File: config.mk
export PLATFORM = sky130hd
export DESIGN_NAME = mul_add_pipe_flat
export DESIGN_NICKNAME = d
export VERILOG_FILES = /design/src/rtl/mul_pkg.sv /design/src/rtl/mul_add_pipe_if.sv /design/src/rtl/mul_tree_level.sv /design/src/rtl/mul_add_pipe.sv /design/src/flat_wrapper.sv
export SDC_FILE = /design/constraint.sdc
export NUM_CORES = 1
export LEC_CHECK = 0
export CAP_MARGIN = 20
export CORE_ASPECT_RATIO = 0.9
export CORE_MARGIN = 3
export CORE_UTILIZATION = 35
export CTS_BUF_LIST = sky130_fd_sc_hd__clkbuf_16
export CTS_CLUSTER_DIAMETER = 30
export CTS_CLUSTER_SIZE = 28
export DETAILED_ROUTE_END_ITERATION = 10
export PLACE_DENSITY = 0.58
export SETUP_SLACK_MARGIN = 0.1
export SLEW_MARGIN = 10
export SYNTH_ARGS = -nofsm -noshare
export SYNTH_HDL_FRONTEND = slang
export SYNTH_SLANG_ARGS = --single-unit
export TNS_END_PERCENT = 10
File: constraint.sdc
create_clock -name clk -period 4 [get_ports clk]
set_input_delay 0.4 -clock clk [delete_from_list [all_inputs] [get_ports clk]]
set_output_delay 0.4 -clock clk [all_outputs]
set_load 0.05 [all_outputs]
File: src/rtl/mul_pkg.sv
// Shared types for the pipelined multiplier: operand mode, per-stage control
// and the accept-to-output latency helper.
package mul_pkg;

  typedef enum logic {
    MUL_UNSIGNED = 1'b0,
    MUL_SIGNED   = 1'b1
  } mul_mode_e;

  typedef struct packed {
    logic valid;
    logic neg;
  } stage_ctl_t;

  function automatic int mul_lat(input int width);
    return $clog2(width) + 2;
  endfunction

endpackage

File: src/rtl/mul_add_pipe_if.sv
// Operand and product handshakes of mul_add_pipe, with the tag sideband.
interface mul_add_pipe_if #(
  parameter int WIDTH = 8,
  parameter int TAG_W = 4
);
  logic               in_valid;
  logic               in_ready;
  logic [WIDTH-1:0]   mul_a;
  logic [WIDTH-1:0]   mul_b;
  logic               mul_signed;
  logic [TAG_W-1:0]   tag_in;
  logic               out_valid;
  logic               out_ready;
  logic [2*WIDTH-1:0] mul_out;
  logic [TAG_W-1:0]   tag_out;

  modport master (
    output in_valid, mul_a, mul_b, mul_signed, tag_in, out_ready,
    input  in_ready, out_valid, mul_out, tag_out
  );

  modport slave (
    input  in_valid, mul_a, mul_b, mul_signed, tag_in, out_ready,
    output in_ready, out_valid, mul_out, tag_out
  );
endinterface

File: src/rtl/mul_tree_level.sv
// One registered level of the partial-product adder tree: N_IN operands are
// summed pairwise into N_IN/2 results; control/tag bits ride along.
module mul_tree_level #(
  parameter int N_IN   = 2,
  parameter int SUM_W  = 16,
  parameter int META_W = 2
) (
  input  logic                        clk,
  input  logic                        rst,
  input  logic                        i_en,
  input  logic [N_IN*SUM_W-1:0]       i_data,
  input  logic [META_W-1:0]           i_meta,
  output logic [(N_IN/2)*SUM_W-1:0]   o_data,
  output logic [META_W-1:0]           o_meta
);
  localparam int N_OUT = N_IN / 2;

  logic [N_OUT*SUM_W-1:0] w_sum;
  logic [N_OUT*SUM_W-1:0] r_data;
  logic [META_W-1:0]      r_meta;

  // NOTE: give every always_comb output a default first so no path can infer a latch.
  always_comb begin
    w_sum = '0;
    for (int j = 0; j < N_OUT; j++) begin
      w_sum[j*SUM_W +: SUM_W] = i_data[(2*j)*SUM_W +: SUM_W] + i_data[(2*j+1)*SUM_W +: SUM_W];
    end
  end

  always_ff @(posedge clk) begin
    if (rst) begin
      r_meta <= '0;
    end else if (i_en) begin
      r_meta <= i_meta;
    end
  end

  // NOTE: datapath flops are not reset; the valid bit alone decides whether they mean anything.
  always_ff @(posedge clk) begin
    if (i_en) begin
      r_data <= w_sum;
    end
  end

  assign o_data = r_data;
  assign o_meta = r_meta;
endmodule

File: src/rtl/mul_add_pipe.sv
// Pipelined shift-and-add multiplier: operand conditioning, registered adder
// tree, output negate, and a global stall driven by the output handshake.
module mul_add_pipe
  import mul_pkg::*;
#(
  parameter int WIDTH = 8,
  parameter int TAG_W = 4
) (
  input logic           clk,
  input logic           rst,
  mul_add_pipe_if.slave bus
);
  localparam int LEVELS = $clog2(WIDTH);
  localparam int PW     = 2 * WIDTH;

  typedef struct packed {
    stage_ctl_t       ctl;
    logic [TAG_W-1:0] tag;
  } stage_t;

  localparam int META_W = $bits(stage_t);

  logic                        w_stall;
  logic                        w_en;
  logic                        w_is_signed;
  logic                        w_neg;
  logic [WIDTH-1:0]            w_mag_a;
  logic [WIDTH-1:0]            w_mag_b;
  stage_t                      r_s1;
  logic [WIDTH-1:0]            r_mag_a;
  logic [WIDTH-1:0]            r_mag_b;
  logic [WIDTH*PW-1:0]         w_pp;
  wire  [(2*WIDTH-1)*PW-1:0]   w_tree;
  wire  [(LEVELS+1)*META_W-1:0] w_meta;
  stage_t                      w_last;
  logic [PW-1:0]               w_sum;
  logic                        r_out_valid;
  logic [TAG_W-1:0]            r_out_tag;
  logic [PW-1:0]               r_mul_out;

  // A held product freezes every stage, so nothing behind it can be lost or reordered.
  assign w_stall      = r_out_valid && !bus.out_ready;
  assign w_en         = !w_stall;
  assign bus.in_ready = !w_stall && !rst;

  // Signed operands become magnitudes; -2^(WIDTH-1) maps onto itself as an unsigned value.
  always_comb begin
    w_is_signed = (mul_mode_e'(bus.mul_signed) == MUL_SIGNED);
    w_mag_a     = (w_is_signed && bus.mul_a[WIDTH-1]) ? -bus.mul_a : bus.mul_a;
    w_mag_b     = (w_is_signed && bus.mul_b[WIDTH-1]) ? -bus.mul_b : bus.mul_b;
    w_neg       = w_is_signed && (bus.mul_a[WIDTH-1] ^ bus.mul_b[WIDTH-1]);
  end

  always_ff @(posedge clk) begin
    if (rst) begin
      r_s1 <= '0;
    end else if (w_en) begin
      r_s1.ctl.valid <= bus.in_valid && bus.in_ready;
      r_s1.ctl.neg   <= w_neg;
      r_s1.tag       <= bus.tag_in;
    end
  end

  always_ff @(posedge clk) begin
    if (w_en) begin
      r_mag_a <= w_mag_a;
      r_mag_b <= w_mag_b;
    end
  end

  always_comb begin
    w_pp = '0;
    for (int i = 0; i < WIDTH; i++) begin
      w_pp[i*PW +: PW] = r_mag_b[i] ? (PW'(r_mag_a) << i) : '0;
    end
  end

  // w_tree packs every level's operands end to end: level l reads WIDTH>>l sums, writes half as many.
  assign w_tree[WIDTH*PW-1:0] = w_pp;
  assign w_meta[META_W-1:0]   = r_s1;

  for (genvar l = 0; l < LEVELS; l++) begin : g_lvl
    localparam int N_IN    = WIDTH >> l;
    localparam int IN_OFF  = (2*WIDTH - 2*N_IN) * PW;
    localparam int OUT_OFF = (2*WIDTH - N_IN) * PW;

    mul_tree_level #(
      .N_IN  (N_IN),
      .SUM_W (PW),
      .META_W(META_W)
    ) u_level (
      .clk   (clk),
      .rst   (rst),
      .i_en  (w_en),
      .i_data(w_tree[IN_OFF +: N_IN*PW]),
      .i_meta(w_meta[l*META_W +: META_W]),
      .o_data(w_tree[OUT_OFF +: (N_IN/2)*PW]),
      .o_meta(w_meta[(l+1)*META_W +: META_W])
    );
  end

  assign w_sum  = w_tree[(2*WIDTH-2)*PW +: PW];
  assign w_last = w_meta[LEVELS*META_W +: META_W];

  always_ff @(posedge clk) begin
    if (rst) begin
      r_out_valid <= 1'b0;
      r_out_tag   <= '0;
      r_mul_out   <= '0;
    end else if (w_en) begin
      r_out_valid <= w_last.ctl.valid;
      r_out_tag   <= w_last.tag;
      r_mul_out   <= w_last.ctl.neg ? -w_sum : w_sum;
    end
  end

  assign bus.out_valid = r_out_valid;
  assign bus.tag_out   = r_out_tag;
  assign bus.mul_out   = r_mul_out;
endmodule

File: src/flat_wrapper.sv
// flat-port wrapper written by rule: the top's interface ports become plain ports
module mul_add_pipe_flat import mul_pkg::*;
#(
  parameter int WIDTH = 8,
  parameter int TAG_W = 4
)
  (clk, rst, bus_in_valid, bus_mul_a, bus_mul_b, bus_mul_signed, bus_tag_in, bus_out_ready, bus_in_ready, bus_out_valid, bus_mul_out, bus_tag_out);
  mul_add_pipe_if #(.WIDTH(WIDTH), .TAG_W(TAG_W)) bus_i ();
  input logic clk;
  input logic rst;
  input wire logic [$bits(bus_i.in_valid)-1:0] bus_in_valid;
  input wire logic [$bits(bus_i.mul_a)-1:0] bus_mul_a;
  input wire logic [$bits(bus_i.mul_b)-1:0] bus_mul_b;
  input wire logic [$bits(bus_i.mul_signed)-1:0] bus_mul_signed;
  input wire logic [$bits(bus_i.tag_in)-1:0] bus_tag_in;
  input wire logic [$bits(bus_i.out_ready)-1:0] bus_out_ready;
  output wire logic [$bits(bus_i.in_ready)-1:0] bus_in_ready;
  output wire logic [$bits(bus_i.out_valid)-1:0] bus_out_valid;
  output wire logic [$bits(bus_i.mul_out)-1:0] bus_mul_out;
  output wire logic [$bits(bus_i.tag_out)-1:0] bus_tag_out;
  assign bus_i.in_valid = bus_in_valid;
  assign bus_i.mul_a = bus_mul_a;
  assign bus_i.mul_b = bus_mul_b;
  assign bus_i.mul_signed = bus_mul_signed;
  assign bus_i.tag_in = bus_tag_in;
  assign bus_i.out_ready = bus_out_ready;
  assign bus_in_ready = bus_i.in_ready;
  assign bus_out_valid = bus_i.out_valid;
  assign bus_mul_out = bus_i.mul_out;
  assign bus_tag_out = bus_i.tag_out;
  mul_add_pipe #(.WIDTH(WIDTH), .TAG_W(TAG_W)) u_core (.clk(clk), .rst(rst), .bus(bus_i));
endmodule
Yosys cells after proc, flatten, opt, wreduce, memory -nomap -nowiden
Cells that the tools add are included.
W data, S select, Z words.

storage, ports and cells
  output and inout bits = 22
  flip-flop bits (word level) = 173
  bits of input ports = 25
  word-level logic and storage cells = 45

cells by class
  reductions and logical operators = 9
  multiplexer cells = 11
  bitwise operators = 1
  add/sub/neg operators = 10

operator list
  operator             number
  $add A16 B16 Y16     7
  $mux W8              3
  $mux W16             1
  $neg A16 Y16         1
  $neg A8 Y8           2
  $mux W15             1
  $mux W14             1
  $mux W13             1
  $mux W12             1
  $mux W11             1
  $mux W10             1
  $mux W9              1
  $logic_and A1 B1 Y1  6
  $logic_not A1 Y1     3
  $xor A1 B1 Y1        1

Depth between registers and ports, before layout
  depth after elaboration = 5
  mapped depth = 9
  gate-level depth less buffers = 9

Hierarchy
From an unflattened synthesis, not the netlist that was laid out.

second synthesis, totals
  cells, all modules = 1118
  area total of the unflattened synthesis = 11547.3 µm²

modules (own cells, without submodules)
  module                                     seq. area each (µm²)  area each (µm²)  times used  cells an instance
  mul_tree_level at u_core.g_lvl[0].u_level  2042.0                4926.0           1           447
  mul_tree_level at u_core.g_lvl[1].u_level  1081.0                2697.6           1           256
  mul_add_pipe                               1021.0                2427.3           1           276
  mul_tree_level at u_core.g_lvl[2].u_level  600.6                 1496.4           1           139

Worst setup path after synthesis
Ideal clock, no wire load.

  kind = flip-flop to flip-flop
  start = register u_core.r_out_valid (netlist: u_core.bus.out_valid)
  end = register u_core.g_lvl[0].u_level.r_data[0], enable pin
  path buffers = 2
  data arrival time = 3718 ps
  cell stages (with the launch flop) = 5
  data required time = 3500 ps
  path slack = -218 ps
  period minus slack after synthesis = 4218 ps
  setup time = 500 ps
  path through = dfxtp_1 nor2b_1 clkbuf_1 inv_2 clkbuf_1

between the ends
  word-level cells in the longest chain between the ends = 1

RTL lines
  item                    line                  text
  start, declared         mul_add_pipe.sv:37    logic r_out_valid;
  start signal, assigned  mul_add_pipe.sv:111   r_out_valid <= w_last.ctl.valid;
  $logic_and A1 B1 Y1     mul_add_pipe.sv:42    assign w_stall = r_out_valid && !bus.out_ready;
  end signal, assigned    mul_tree_level.sv:41  r_data <= w_sum;
  end, declared           mul_tree_level.sv:19  logic [N_OUT*SUM_W-1:0] r_data;

No other way between the ends.
A chain may end at the register's enable or synchronous reset.

Worst setup path after layout
  start = input port bus_out_ready
  end = output port bus_in_ready

between the ends
  word-level cells in the longest chain between the ends = 4

RTL lines
  item                 line                text
  start, declared      flat_wrapper.sv:16  input wire logic [$bits(bus_i.out_ready)-1:0] bus_out_ready;
  $logic_not A1 Y1     mul_add_pipe.sv:42
  $logic_and A1 B1 Y1  mul_add_pipe.sv:42
  $logic_not A1 Y1     n/a
  $logic_and A1 B1 Y1  mul_add_pipe.sv:44  assign bus.in_ready = !w_stall && !rst;
  end, declared        flat_wrapper.sv:17  output wire logic [$bits(bus_i.in_ready)-1:0] bus_in_ready;

No other way between the ends.

==> summary.md <==
| Metric | Value |
|---|---|
| Hold WC Path Type | register to register |
| Num CTS Buffers | 17 |
| Die footprint | 23600 um^2 |
| CTS resizes | 0 |
| Number of warning messages in the yosys log | 0 |
| Slowest CP cell | clkdlybuf4s50_1 |
| Commonest non-fill, non-tap cell in the layout | edfxtp_1 |
| DP HPWL | 9300 um |
| Yosys cell types | 43 |
| Drt first pass iters | 4 |
| CP Capture Point | bus_in_ready |
| Initial antenna violation count | 0 |
| Gp weighted congestion | 0.755 |
| Synthesized cell area | 7640 um^2 |
| Slew margin rel. | 31.3% |
| Maximum clock rate | 405 MHz |
| I/O pin cnt | 47 |
| Antenna viol nets, final | 0 |
| Worst setup path startpoint | bus_out_ready |
| Tmin final | 2470 ps |
| RSZ-0062 raised after global routing | false |
| GRT Total Usage | 11.4% |
| Layout cells sized above 1 | 5.82% |
| Starting Density | 36.2% |
| Clock sink count | 142 |
| Register area share after synthesis | 49.9% |
| Crit-path cells | clkdlybuf4s50_1 -> nor2b_2 -> buf_4 -> nor2_1 -> clkdlybuf4s50_1 |
| Final design area excluding fillers | 8980 um^2 |
| Vias in the first global route | 4595 |
| Average routed wire per standard cell | 12.1 um |
| Area growth syn-to-layout | 17.6% |
| Die height | 146 um |
| CTS tree | yes |
| Reg-to-reg slack, setup | 1600 ps |
| Worst Tran Pin Value | 1030 ps |
| Port bufs | 46 |
| Max Cap Viol | 0 |
| Die extent in x | 162 um |
| Status | finished, final reports clean |
| FF-to-FF Start | u_core.r_mag_a[1] |
| Reg clk slew, reported paths | 60 ps |
| Drt drc | 0 |
| Critical path type | input port to output pin |
| Lkg Pwr | 0.00363 uW |
| Critical path peak fanout | 32 |
| CTS Hold Bufs | 0 |
| Maximum VDD drop | 0.000267 V |
| Final WL | 13000 um |
| Worst Reg-to-Reg Cells | 8 |
| R2R Path End | u_core.g_lvl[0].u_level.o_data[43] |
| CP most frequent cell | clkdlybuf4s50_1 |
| Endpoint class of the critical path | output pin |
| Clock root cell | clkbuf_16 |
| TNS Setup | 0 ps |
| Number of synthesized flops with an enable pin | 97 |
| Global-route wire length before repair | 22000 um |
| Final Cycle Share | 61.8% |
| Site Rows | 50 |
| Htree depth | 4 |
| Final Hold Violating Endpoints | 0 |
| Total number of vias | 4996 |
| Synth Instances | 726 |
| Yosys reg bits | 142 |
| CP Launch Type | input port |
| Critical Path AT | 2070 ps |
| Ant diodes | 0 |
| Average cell area after synthesis | 10.5 um^2 |
| Clock skew | 10.1 ps |
| Core ar. | 21100 um^2 |
| Fraction of registers with async set/reset | 0% |
| Gr ovfl total | 0 |
| Area post-placement | 8420 um^2 |
| CTS Buffer Depth | 2 |
| Starting DRT DRC Count | 237 |
| Final Setup Violations | 0 |
| Worst path max stage delay | 800 ps |
| Largest net degree at the start of global routing | 122 |
| Final nets | 866 |
| Cell Pwr Density | 567 nW/um^2 |
| Most frequent cells in the layout | 97 x edfxtp_1, 82 x nand2_1, 60 x and2_1, 59 x a21oi_1 |
| Via density | 4.64 |
| Setup Fix Bufs, Post-CTS | 0 |
| Mapped Nets | 814 |
| Main synth FF type | edfxtp_1 |
| Slew Limit Fails | 0 |
| Clk_lat worst skew | 420 ps |
| WP data required | 3600 ps |
[per-stage QoR]
step	total power, uW	std cells	util [%]	setup WS [ps]	hold slack (ps)
after detailed placement	3630	1045	39.9	1170	405
after global routing	5420	1077	42.6	1360	429
final	5090	1077	42.6	1530	419
after CTS	5170	1077	42.6	1520	421
after global placement	3610	1045	39.9	1230	402
after floorplan	3270	726	-	1350	400
[where the power goes]
group | leakage, uW | internal (uW) | switching [uW]
combinational | 0.00189 | 635 | 774
clock | 0.000288 | 852 | 659
sequential | 0.00145 | 1980 | 197
total | 0.00363 | 3460 | 1630
[routing by layer]
| metal | wire length (um) | global-route usage [%] | vias to the layer above |
|---|---|---|---|
| met3 | 569 | 2.87 | 16 |
| met5 | 0 | 0 | - |
| met1 | 6540 | 15.3 | 2228 |
| met2 | 5720 | 17.6 | 67 |
| li1 | - | - | 2685 |
| met4 | 172 | 4.86 | 0 |
[kinds of logic after synthesis]
kind of cell,count (synthesis),synth area share [%]
compound gates,155,12.9
xor+xnor,68,7.80
fa+ha+maj,63,11.0
buf+inv,48,2.38
flops,142,49.9
mux,3,0.426
simple gates,247,15.6
[worst min-delay path by stage]
stage,startpoint,endpoint,depth (start not counted)
6_report,u_core.g_lvl[1].u_level.o_data[0],u_core.g_lvl[2].u_level.o_data[0],0
5_1_grt,u_core.g_lvl[1].u_level.o_data[0],u_core.g_lvl[2].u_level.o_data[0],0
4_1_cts,u_core.g_lvl[1].u_level.o_data[0],u_core.g_lvl[2].u_level.o_data[0],0
3_5_place_dp,u_core.g_lvl[1].u_level.o_data[0],u_core.g_lvl[2].u_level.o_data[0],0
3_3_place_gp,u_core.g_lvl[1].u_level.o_data[0],u_core.g_lvl[2].u_level.o_data[0],0
2_1_floorplan,u_core.g_lvl[0].u_level.o_data[0],u_core.g_lvl[1].u_level.o_data[0],0
[worst max-delay path: cells and delay by family]
family        cells  cell delay (ps)
simple gates      2              160
buf+inv           3             1510
[cells in the mapped netlist, types with 10 or more instances]
cell type,number,share of area (%)
a211oi_1,26,2.6
a21o_1,11,1.1
a21oi_1,59,3.9
and2_1,60,4.9
clkbuf_1,14,0.69
dfxtp_1,45,12
edfxtp_1,97,38
ha_1,56,9.2
inv_1,31,1.5
nand2_1,82,4.0
nand3_1,10,0.66
nor2_1,56,2.8
nor3_1,14,0.92
o21ai_0,20,1.3
xnor2_1,36,4.1
xor2_1,32,3.7
[sequential cells by signal, summed over array words and instances (netlist names)]
register                     cells
u_core.g_lvl.u_level.o_data     81
u_core.g_lvl.u_level.o_meta     18
u_core.bus.mul_out              16
u_core.r_mag_a                   8
u_core.r_mag_b                   8
u_core.r_s1                      6
u_core.bus.tag_out               4
u_core.bus.out_valid             1
[layout make-up]
cell class,count,area (um^2)
fillers,2069,12100
flip-flops and latches,142,3810
multi-input cells,536,3640
repair buffers,49,478
clock buffers,18,450
well taps,286,358
inverters,32,125
clock inverters,14,115
(Power assumes the default switching activity.)
==> variant, RTL diff (same settings) <==
`WIDTH` is set to 8 in 3 places; all go to 4.
--- a/src/rtl/mul_add_pipe_if.sv
+++ b/src/rtl/mul_add_pipe_if.sv
@@ -1,6 +1,6 @@
 // Operand and product handshakes of mul_add_pipe, with the tag sideband.
 interface mul_add_pipe_if #(
-  parameter int WIDTH = 8,
+  parameter int WIDTH = 4,
   parameter int TAG_W = 4
 );
   logic               in_valid;
--- a/src/rtl/mul_add_pipe.sv
+++ b/src/rtl/mul_add_pipe.sv
@@ -3,7 +3,7 @@
 module mul_add_pipe
   import mul_pkg::*;
 #(
-  parameter int WIDTH = 8,
+  parameter int WIDTH = 4,
   parameter int TAG_W = 4
 ) (
   input logic           clk,
--- a/src/flat_wrapper.sv
+++ b/src/flat_wrapper.sv
@@ -1,7 +1,7 @@
 // flat-port wrapper written by rule: the top's interface ports become plain ports
 module mul_add_pipe_flat import mul_pkg::*;
 #(
-  parameter int WIDTH = 8,
+  parameter int WIDTH = 4,
   parameter int TAG_W = 4
 )
   (clk, rst, bus_in_valid, bus_mul_a, bus_mul_b, bus_mul_signed, bus_tag_in, bus_out_ready, bus_in_ready, bus_out_valid, bus_mul_out, bus_tag_out);
Ports: changed (resized bus_mul_a, bus_mul_b and bus_mul_out); port bits go from 47 to 31. No check against the original RTL was run, so the function may have changed too.
==> variant against the unedited design <==
- wire length fell by 65%
- cell area down 61%
- register-to-register slack improved by 690 ps
- setup slack worse by 65 ps
- total power is 64% lower
- sequential cell count is 83 lower
- synthesized area shrank 63%
- clock power fell by 49%
- largest cell class unchanged
- largest power group is now clock
- highest routed layer unchanged
==> variant: results (changes against the unedited design) <==
I/O Buffers 30 (was 46); Peak VDD IR 0.2429 mV (was 0.2673 mV); Post-DP HPWL 3126 microns (was 9305 microns); delay-heaviest family, CP buffers and inverters (unchanged); WL/cell 11.42 microns (was 12.08 microns); Final GP Congestion 0.7678 (was 0.7548); post-synthesis sequential area ratio 0.5238 (was 0.4994); first-pass GRT wire length 7603 microns (was 21970 microns); placed insts 387 (was 1045); Max clock buf depth 2 (unchanged); normalized max-slew margin 0.5471 (was 0.3128); Yosys warnings 0 (unchanged); worst hold start u_core.g_lvl[0].u_level.o_data[0] (was u_core.g_lvl[1].u_level.o_data[0]); Worst path max stage delay 810 ps; Post-synth EDFFs 28 (was 97); H-tree depth 3 (was 4); Commonest cells post-synth 55 x nand2_1, 31 x a21oi_1, 31 x dfxtp_1 (was 97 x edfxtp_1, 82 x nand2_1, 60 x and2_1); cells after synthesis 269 (was 726); hold path cells 0 (unchanged); clk_skew 4.054 ps (was 10.12 ps); initial drt markers 69 (was 237); final setup fails 0 (unchanged); Inserted Clock Buffers 9 (was 17); max reg flops 20 (was 81); layout cells sized above 1 0.1010 (was 0.05815); reg-to-reg startpoint u_core.g_lvl[0].u_level.o_data[2] (was u_core.r_mag_a[1]); post-CTS sizing 0 (unchanged); Reg-to-Reg End u_core.g_lvl[1].u_level.o_data[6] (was u_core.g_lvl[0].u_level.o_data[43]); leakage power 1.430 nW (was 3.630 nW); ys flop type dfxtp_1 (was edfxtp_1); post-synthesis cell type count 41 (was 43); maximum fanout along the worst path 30 (was 32); Finished Layout Cells 403 (was 1077); Post-Syn Nets 302 (was 814); vias in the first global route 1738 (was 4595); outcome complete, no violations (unchanged); reg2reg path depth 5 (was 8); nets 335 (was 866); Clock Latency Late Sink 320 ps (was 420 ps); Hold WS 417.1 ps (was 419.3 ps); Post-DP Area 3159 sq um (was 8418 sq um); Vias/cell 4.690 (was 4.639); Hold EP u_core.g_lvl[1].u_level.o_data[0] (was u_core.g_lvl[2].u_level.o_data[0]); gr usage total 0.1058 (was 0.1143); largest net degree at the start of global routing 64 (was 122); synth top area cells edfxtp_1 30%, dfxtp_1 22%, nand2_1 7.4%, ha_1 5.8%, a21oi_1 5.6% (was edfxtp_1 38%, dfxtp_1 12%, ha_1 9.2%, and2_1 4.9%, xnor2_1 4.1%); most common cell in the synthesized netlist nand2_1 (was edfxtp_1); reg2reg setup slack 2290 ps (was 1600 ps)
## variant: cell count changes in the layout (fill, tap and decap cells not counted), sizes merged, moves of 31 or more
cell / delta
and2: -48
nor2: -44
edfxtp: -69
xnor2: -31
ha: -43
## variant: cell type report
type | count | area (sq um)
well taps | 96 | 120.1
repair buffers | 32 | 315.3
inverters | 18 | 70.07
multi-input cells | 182 | 1192
clock inverters | 6 | 62.56
fillers | 756 | 4185
clock buffers | 10 | 250.2
flip-flops and latches | 59 | 1461
## variant: cells by family after synthesis
logic type | after synthesis | synth area share
AND/OR/NAND/NOR | 95 | 0.1655
flip-flops | 59 | 0.5238
AO/OA/AOI/OAI | 53 | 0.1224
buffers and inverters | 28 | 0.04888
adder cells (fa/ha/maj) | 16 | 0.07982
XOR/XNOR | 13 | 0.04081
multiplexers | 5 | 0.01883
## variant: worst max-delay path by stage
stage	endpoint	slack, ps
2_1_floorplan	bus_in_ready	2100
3_3_place_gp	bus_in_ready	1470
3_5_place_dp	bus_in_ready	1470
4_1_cts	bus_in_ready	1460
5_1_grt	bus_in_ready	1410
6_report	bus_in_ready	1460
## variant: power breakdown
| part | internal, W | switching (W) |
|---|---|---|
| Clock | 0.000517 | 0.000259 |
| Sequential | 0.000714 | 0.0000608 |
| Combinational | 0.000124 | 0.000147 |
| Total | 0.00136 | 0.000467 |
## variant: metal layers
layer,part of all wire,track usage,routed length [microns]
met5,0,0,0
met4,0.012,0.03479,54
met3,0.044,0.04865,202
met2,0.49,0.1717,2237
met1,0.46,0.1235,2109
## variant: per-stage QoR
step | util | total power [W]
5_1_grt | 0.4534 | 0.001907
2_1_floorplan | - | 0.0009701
3_3_place_gp | 0.4126 | 0.001054
3_5_place_dp | 0.4126 | 0.001060
4_1_cts | 0.4534 | 0.001845
6_report | 0.4534 | 0.001822
